`config.mk`:
```
export PLATFORM = sky130hd
export DESIGN_NAME = uart_tx_scheduler
export DESIGN_NICKNAME = d
export VERILOG_FILES = /design/src/rtl/uart_pkg.sv /design/src/rtl/uart_evt_fifo.sv /design/src/rtl/uart_tx_scheduler.sv
export SDC_FILE = /design/constraint.sdc
export NUM_CORES = 1
export LEC_CHECK = 0
export ABC_CLOCK_PERIOD_IN_PS = 8080
export CAP_MARGIN = 20
export CORE_ASPECT_RATIO = 1.1
export CORE_MARGIN = 3
export CORE_UTILIZATION = 50
export CTS_CLUSTER_SIZE = 20
export DETAILED_ROUTE_END_ITERATION = 10
export GPL_TIMING_DRIVEN = 0
export HOLD_SLACK_MARGIN = 0.12
export MAX_ROUTING_LAYER = met4
export PLACE_DENSITY = 0.72
export SYNTH_ARGS = -nofsm -noshare
export SYNTH_HDL_FRONTEND = slang
export SYNTH_HIERARCHICAL = 1
export SYNTH_SLANG_ARGS = --single-unit
```
`constraint.sdc`:
```
create_clock -name clk -period 8.08 [get_ports clk]
set_clock_uncertainty 0.2 [all_clocks]
set_input_delay 1.616 -clock clk [delete_from_list [all_inputs] [get_ports clk]]
set_output_delay 1.616 -clock clk [all_outputs]
set_load 0.1 [all_outputs]
```
`src/rtl/uart_pkg.sv`:
```
// +---------------------------------------------------------------------------+
// | uart_pkg: shared types and helpers for the UART transmit scheduler.       |
// | Optional macro UART_TX_PKT_CHK_EN adds a checksum byte to event packets.  |
// | Revision: 1.0                                                             |
// +---------------------------------------------------------------------------+
`default_nettype none

package uart_pkg;

  typedef enum logic [1:0] {
    IDLE      = 2'd0,
    LAUNCH    = 2'd1,
    WAIT_BUSY = 2'd2,
    WAIT_DONE = 2'd3
  } uart_tx_sched_state_t;

  typedef enum logic {
    SRC_REG = 1'b0,
    SRC_EVT = 1'b1
  } uart_tx_src_t;

  localparam int UART_EVT_HDR_BIT = 7;
  localparam int UART_RR_W        = 11;

`ifdef UART_TX_PKT_CHK_EN
  localparam int UART_EVT_PKT_LEN = 3;
`else
  localparam int UART_EVT_PKT_LEN = 2;
`endif

  typedef struct packed {
    logic                 mas;
    logic                 mal;
    logic [UART_RR_W-1:0] rr;
  } uart_evt_t;

  // Byte idx of the packet framing one event; the header bit marks byte0.
  function automatic logic [7:0] uart_evt_byte(input uart_evt_t evt, input logic [1:0] idx);
    logic [7:0] b0;
    logic [7:0] b1;
    logic [7:0] res;
    b0 = {1'b0, evt.mas, evt.mal, 2'b00, evt.rr[10:8]};
    b0[UART_EVT_HDR_BIT] = 1'b1;
    b1 = evt.rr[7:0];
    case (idx)
      2'd0:    res = b0;
      2'd1:    res = b1;
`ifdef UART_TX_PKT_CHK_EN
      2'd2:    res = b0 ^ b1;
`endif
      default: res = 8'h00;
    endcase
    return res;
  endfunction

endpackage

`default_nettype wire

```
`src/rtl/uart_evt_fifo.sv`:
```
// +---------------------------------------------------------------------------+
// | uart_evt_fifo: synchronous circular buffer for queued algorithm events.   |
// | Revision: 1.0                                                             |
// +---------------------------------------------------------------------------+
`default_nettype none

module uart_evt_fifo #(
  parameter int DEPTH = 4,
  parameter int W     = 13
) (
  input  logic                     clk,
  input  logic                     rst_n,
  input  logic                     i_push,
  input  logic                     i_pop,
  input  logic                     i_flush,
  input  logic [W-1:0]             i_wr_data,
  output logic [W-1:0]             o_rd_data,
  output logic                     o_full,
  output logic                     o_empty,
  output logic [$clog2(DEPTH):0]   o_level
);

  localparam int           AW         = $clog2(DEPTH);
  localparam logic [AW:0]  C_FULL_LVL = (AW+1)'(DEPTH);
  localparam logic [AW:0]  C_ONE      = (AW+1)'(1);

  logic [W-1:0] r_mem [DEPTH];
  logic [AW:0]  r_wr_ptr;
  logic [AW:0]  r_rd_ptr;
  logic         w_do_pop;
  logic         w_do_push;

  assign o_level   = r_wr_ptr - r_rd_ptr;
  assign o_full    = (o_level == C_FULL_LVL);
  assign o_empty   = (r_wr_ptr == r_rd_ptr);
  assign o_rd_data = r_mem[r_rd_ptr[AW-1:0]];
  assign w_do_pop  = i_pop && !o_empty;
  // A pop frees the slot the simultaneous push needs, so full is no obstacle then.
  assign w_do_push = i_push && (!o_full || w_do_pop);

  always_ff @(posedge clk or negedge rst_n) begin
    if (!rst_n) begin
      r_wr_ptr <= '0;
      r_rd_ptr <= '0;
    end else if (i_flush) begin
      r_wr_ptr <= '0;
      r_rd_ptr <= '0;
    end else begin
      if (w_do_push) r_wr_ptr <= r_wr_ptr + C_ONE;
      if (w_do_pop)  r_rd_ptr <= r_rd_ptr + C_ONE;
    end
  end

  always_ff @(posedge clk) begin
    if (w_do_push && !i_flush) r_mem[r_wr_ptr[AW-1:0]] <= i_wr_data;
  end

endmodule

`default_nettype wire

```
`src/rtl/uart_tx_scheduler.sv`:
```
// +---------------------------------------------------------------------------+
// | uart_tx_scheduler: shares one UART transmitter between register responses |
// | and framed algorithm event packets. Macro UART_TX_PKT_CHK_EN adds byte2.  |
// | Revision: 1.0                                                             |
// +---------------------------------------------------------------------------+
`default_nettype none

module uart_tx_scheduler
  import uart_pkg::*;
#(
  parameter int EVT_FIFO_DEPTH = 4,
  parameter int RR_W           = 11
) (
  input  logic                              clk,
  input  logic                              rst_n,
  input  logic                              rd_resp_valid,
  input  logic [7:0]                        rd_resp_data,
  output logic                              rd_resp_ready,
  input  logic                              evt_valid,
  input  logic [RR_W-1:0]                   rr_period,
  input  logic                              mas_valid,
  input  logic                              mal_valid,
  input  logic                              alg_active,
  input  logic                              evt_flush,
  input  logic                              ovf_clr,
  input  logic                              tx_busy,
  output logic                              tx_data_valid,
  output logic [7:0]                        tx_data,
  output logic                              evt_ovf,
  output logic [$clog2(EVT_FIFO_DEPTH):0]   evt_level,
  output logic                              sched_busy
);

  localparam logic [1:0] C_LAST_IDX = 2'(UART_EVT_PKT_LEN - 1);

  uart_tx_sched_state_t r_state;
  uart_tx_src_t         r_src;
  uart_evt_t            r_evt;
  logic [1:0]           r_byte_idx;
  logic                 r_tx_valid;
  logic [7:0]           r_tx_data;
  logic                 r_ovf;

  uart_evt_t            w_entry_in;
  uart_evt_t            w_evt_out;
  logic                 w_push_req;
  logic                 w_fifo_full;
  logic                 w_fifo_empty;
  logic                 w_arb;
  logic                 w_reg_go;
  logic                 w_evt_go;
  logic                 w_drop;

  assign w_entry_in = '{mas: mas_valid, mal: mal_valid, rr: rr_period};
  assign w_push_req = evt_valid && alg_active && !evt_flush;
  assign w_arb      = (r_state == IDLE) && !tx_busy;
  assign w_reg_go   = w_arb && rd_resp_valid;
  assign w_evt_go   = w_arb && !rd_resp_valid && !w_fifo_empty && !evt_flush;
  assign w_drop     = w_push_req && w_fifo_full && !w_evt_go;

  assign rd_resp_ready = w_reg_go;
  assign tx_data_valid = r_tx_valid;
  assign tx_data       = r_tx_data;
  assign evt_ovf       = r_ovf;
  assign sched_busy    = (r_state != IDLE);

  uart_evt_fifo #(
    .DEPTH (EVT_FIFO_DEPTH),
    .W     ($bits(uart_evt_t))
  ) u_evt_fifo (
    .clk       (clk),
    .rst_n     (rst_n),
    .i_push    (w_push_req),
    .i_pop     (w_evt_go),
    .i_flush   (evt_flush),
    .i_wr_data (w_entry_in),
    .o_rd_data (w_evt_out),
    .o_full    (w_fifo_full),
    .o_empty   (w_fifo_empty),
    .o_level   (evt_level)
  );

  // Arbitration only in IDLE, so a packet's bytes are never split by a response.
  always_ff @(posedge clk or negedge rst_n) begin
    if (!rst_n) begin
      r_state    <= IDLE;
      r_src      <= SRC_REG;
      r_evt      <= '0;
      r_byte_idx <= 2'd0;
      r_tx_valid <= 1'b0;
      r_tx_data  <= 8'h00;
    end else begin
      case (r_state)
        IDLE: begin
          if (w_reg_go) begin
            r_src      <= SRC_REG;
            r_tx_data  <= rd_resp_data;
            r_tx_valid <= 1'b1;
            r_state    <= LAUNCH;
          end else if (w_evt_go) begin
            r_src      <= SRC_EVT;
            r_evt      <= w_evt_out;
            r_byte_idx <= 2'd0;
            r_tx_data  <= uart_evt_byte(w_evt_out, 2'd0);
            r_tx_valid <= 1'b1;
            r_state    <= LAUNCH;
          end
        end
        LAUNCH: begin
          r_tx_valid <= 1'b0;
          r_state    <= WAIT_BUSY;
        end
        WAIT_BUSY: begin
          if (tx_busy) r_state <= WAIT_DONE;
        end
        WAIT_DONE: begin
          if (!tx_busy) begin
            if (r_src == SRC_EVT && r_byte_idx != C_LAST_IDX) begin
              r_byte_idx <= r_byte_idx + 2'd1;
              r_tx_data  <= uart_evt_byte(r_evt, r_byte_idx + 2'd1);
              r_tx_valid <= 1'b1;
              r_state    <= LAUNCH;
            end else begin
              r_state <= IDLE;
            end
          end
        end
        default: r_state <= IDLE;
      endcase
    end
  end

  always_ff @(posedge clk or negedge rst_n) begin
    if (!rst_n)       r_ovf <= 1'b0;
    else if (w_drop)  r_ovf <= 1'b1;
    else if (ovf_clr) r_ovf <= 1'b0;
  end

endmodule

`default_nettype wire

```
==> metrics.md <==
| Metric | Value |
|---|---|
| Post-synth EDFFs | 52 |
| Area leader, netlist | edfxtp_1 |
| Gp weighted congestion | 0.8502 |
| Required @ worst endpoint | 6.26 ns |
| Outcome | complete, no violations |
| Inserted Clock Buffers | 9 |
| # hold bufs at CTS | 0 |
| Pre-antenna DRT Iters | 4 |
| Setup TNS | 0 ns |
| Synth Cell Area | 4039 um^2 |
| Worst slew margin | 35.21% |
| Number of antenna violations at the first check in global routing | 0 |
| Buffers on Ports | 43 |
| Post-synth top cells | edfxtp_1 (52), dfrtp_1 (34), a21oi_1 (15), ha_1 (15), mux2_2 (15) |
| Die Y | 100.3 um |
| CP max-delay cell | clkdlybuf4s50_1 |
| Post-synthesis cell count | 268 |
| Mean Syn Cell Area | 15.07 um^2 |
| Final min period | 5.589 ns |
| Max IR drop VDD | 0.1165 mV |
| Critical path endpoint category | output port |
| GRT overflow | 0 |
| Initial core utilization | 52.87% |
| 1st-iter DRT viols | 80 |
| CP Data Arrival Time | 3.77 ns |
| First-pass GRT wire length | 11.77 mm |
| Post-synth top area share | 38.66% |
| Clock latency at the later pin of the worst-skew pair | 0.36 ns |
| Total core area | 7639 um^2 |
| Critical path's largest stage delay | 1.14 ns |
| Post-DP HPWL | 4.945 mm |
| ANT nets after route | 0 |
| H-tree levels | 3 |
| Full die area | 9193 um^2 |
| Area growth syn-to-layout | 18.74% |
| Crit share post-route | 69.17% |
| Seq/Total Area, Yosys | 59.73% |
| Leakage power | 1.861 nW |
| Die Wd | 91.70 um |
| Drt via density | 5.421 |
| WL final | 7.023 mm |
| # IOs | 44 |
| FP Rows | 33 |
| Net count, final | 367 |
| Hold Path Class | reg -> reg |
| Kind of critical path | in -> out |
| GRT Resource Usage Total | 17.16% |
| CTS sink count | 86 |
| YS warnings | 6 |
| Worst-Margin Slew | 0.9689 ns |
| Yosys cell types | 56 |
| Bufs and invs on worst path | 3 |
| Largest cells by area after synthesis | edfxtp_1 (39%), dfrtp_1 (21%), mux4_2 (7.2%), ha_1 (4.6%), mux2_2 (4.2%) |
| Antenna diodes | 0 |
| Vias after detailed routing | 2342 |
| Ys flop type | edfxtp_1 |
| Clock-pin slew on the worst setup and hold paths | 0.09 ns |
| Cell with the most instances after synthesis | edfxtp_1 |
| Cell with the most instances on the worst path | clkdlybuf4s50_1 |
| MaxCap Viol Count | 0 |
| Pin count of the biggest net entering global routing | 35 |
| Final hold vios | 0 |
| Layout cell share with drive strength beyond 1 | 21.41% |
| CTS tree | yes |
| CP cell instances | clkdlybuf4s50_1 > nand3b_4 > inv_2 > clkdlybuf4s50_1 |
| Post-CTS Setup Inserts | 0 |
| CP max FO | 9 |
| Slew Limit Fails | 0 |
| Pre-CTS WS | 2.504 ns |
| FMAX | 0.1789 GHz |
| Top Family by Delay on Critical Path | buffers and inverters |
| DRC violations left | 0 |
| Root buffer cell | clkbuf_8 |
| # setup viols final | 0 |
| Cell Pwr Density | 280.5 nW/um^2 |
| # resized after CTS | 0 |
| Wirelength per Cell | 16.26 um |
| Async SR Flop Fraction | 39.53% |
| Yosys reg bits | 86 |
| Mapped Nets | 313 |
| Vias in the first global route | 2340 |
| CP startpoint kind | input port |
| CTS Buffer Depth | 2 |
| Worst setup margin | 2.491 ns |
| RSZ-0062 raised after global routing | false |
-- final cells by class --
type | instances | area (um^2)
fill | 577 | 2843
sequential | 86 | 2412
multi-input combinational | 157 | 1519
timing repair buffer | 43 | 425.4
tap | 105 | 131.4
clock buffer | 9 | 123.9
clock inverter | 7 | 76.32
inverter | 15 | 56.30
buffer | 10 | 51.30
-- sequential cells by signal (all words and copies together), names as in the netlist --
register	flops
u_evt_fifo/r_rd_ptr	3
u_evt_fifo/r_wr_ptr	3
u_evt_fifo/r_mem	52
r_state	2
r_byte_idx	2
r_src	1
tx_data_valid	1
evt_ovf	1
tx_data	8
r_evt	13
-- cells by family (layout without fill, tap and decap cells) --
kind of cell	Yosys count	count (layout)	synth area share, %
simple gates	48	48	6.692
flops	86	86	59.73
buf+inv	25	84	2.664
fa+ha+maj	16	16	5.143
mux	41	41	15.89
compound gates	48	48	8.829
xor+xnor	4	4	1.054
-- path summary, 6_finish.rpt --
path / from / slack [ns] / cells past startpoint / endpoint
min reg2reg: tx_data[3] / 0.31 / 1 / tx_data[3]
min: tx_data[3] / 0.31 / 1 / tx_data[3]
max in group asynchronous: rst_n / 6.07 / 1 / r_byte_idx[0]
min in group asynchronous: rst_n / 1.12 / 1 / tx_data_valid
max: tx_busy / 2.49 / 4 / rd_resp_ready
max reg2reg: u_evt_fifo/r_rd_ptr[1] / 3.73 / 12 / u_evt_fifo/r_mem[3][2]
-- layout by cell type (no fill, tap or decap), drive strengths merged, types with 3 or more instances in the layout --
master,Yosys,layout
edfxtp,52,52
clkdlybuf4s50,0,42
dfrtp,34,34
mux2,25,25
inv,15,19
a21oi,16,16
ha,15,15
nand2,14,14
clkbuf,5,14
nor2,13,13
mux4,13,13
nand2b,6,6
a22oi,6,6
o21a,6,6
buf,5,6
and2,4,4
o21ai,4,4
clkinv,0,3
xor2,3,3
mux2i,3,3
-- metal layers --
metal / GRT usage, % / part of all wire [%]
met3: 3.673 / 4.5
met5: - / 0
met2: 27.09 / 49
met1: 21.41 / 44
met4: 7.886 / 2.2
-- power breakdown --
part | internal (W) | switching, W
clock network | 0.000123 | 0.000178
logic | 0.000171 | 0.000328
registers | 0.000515 | 0.0000299
total | 0.000809 | 0.000536
-- metrics by stage --
step	power, W	cells	cell area, um^2	hold slack (ns)	util, %
floorplan	0.0009366	268	4039	0.2803	-
global placement	0.001049	416	4601	0.2883	60.23
detailed placement	0.001057	416	4596	0.2967	60.16
CTS	0.001358	432	4796	0.3182	62.78
global route	0.001418	432	4796	0.3313	62.78
finish	0.001345	432	4796	0.3132	62.78
Note: power is estimated with default switching activity, not from simulation.
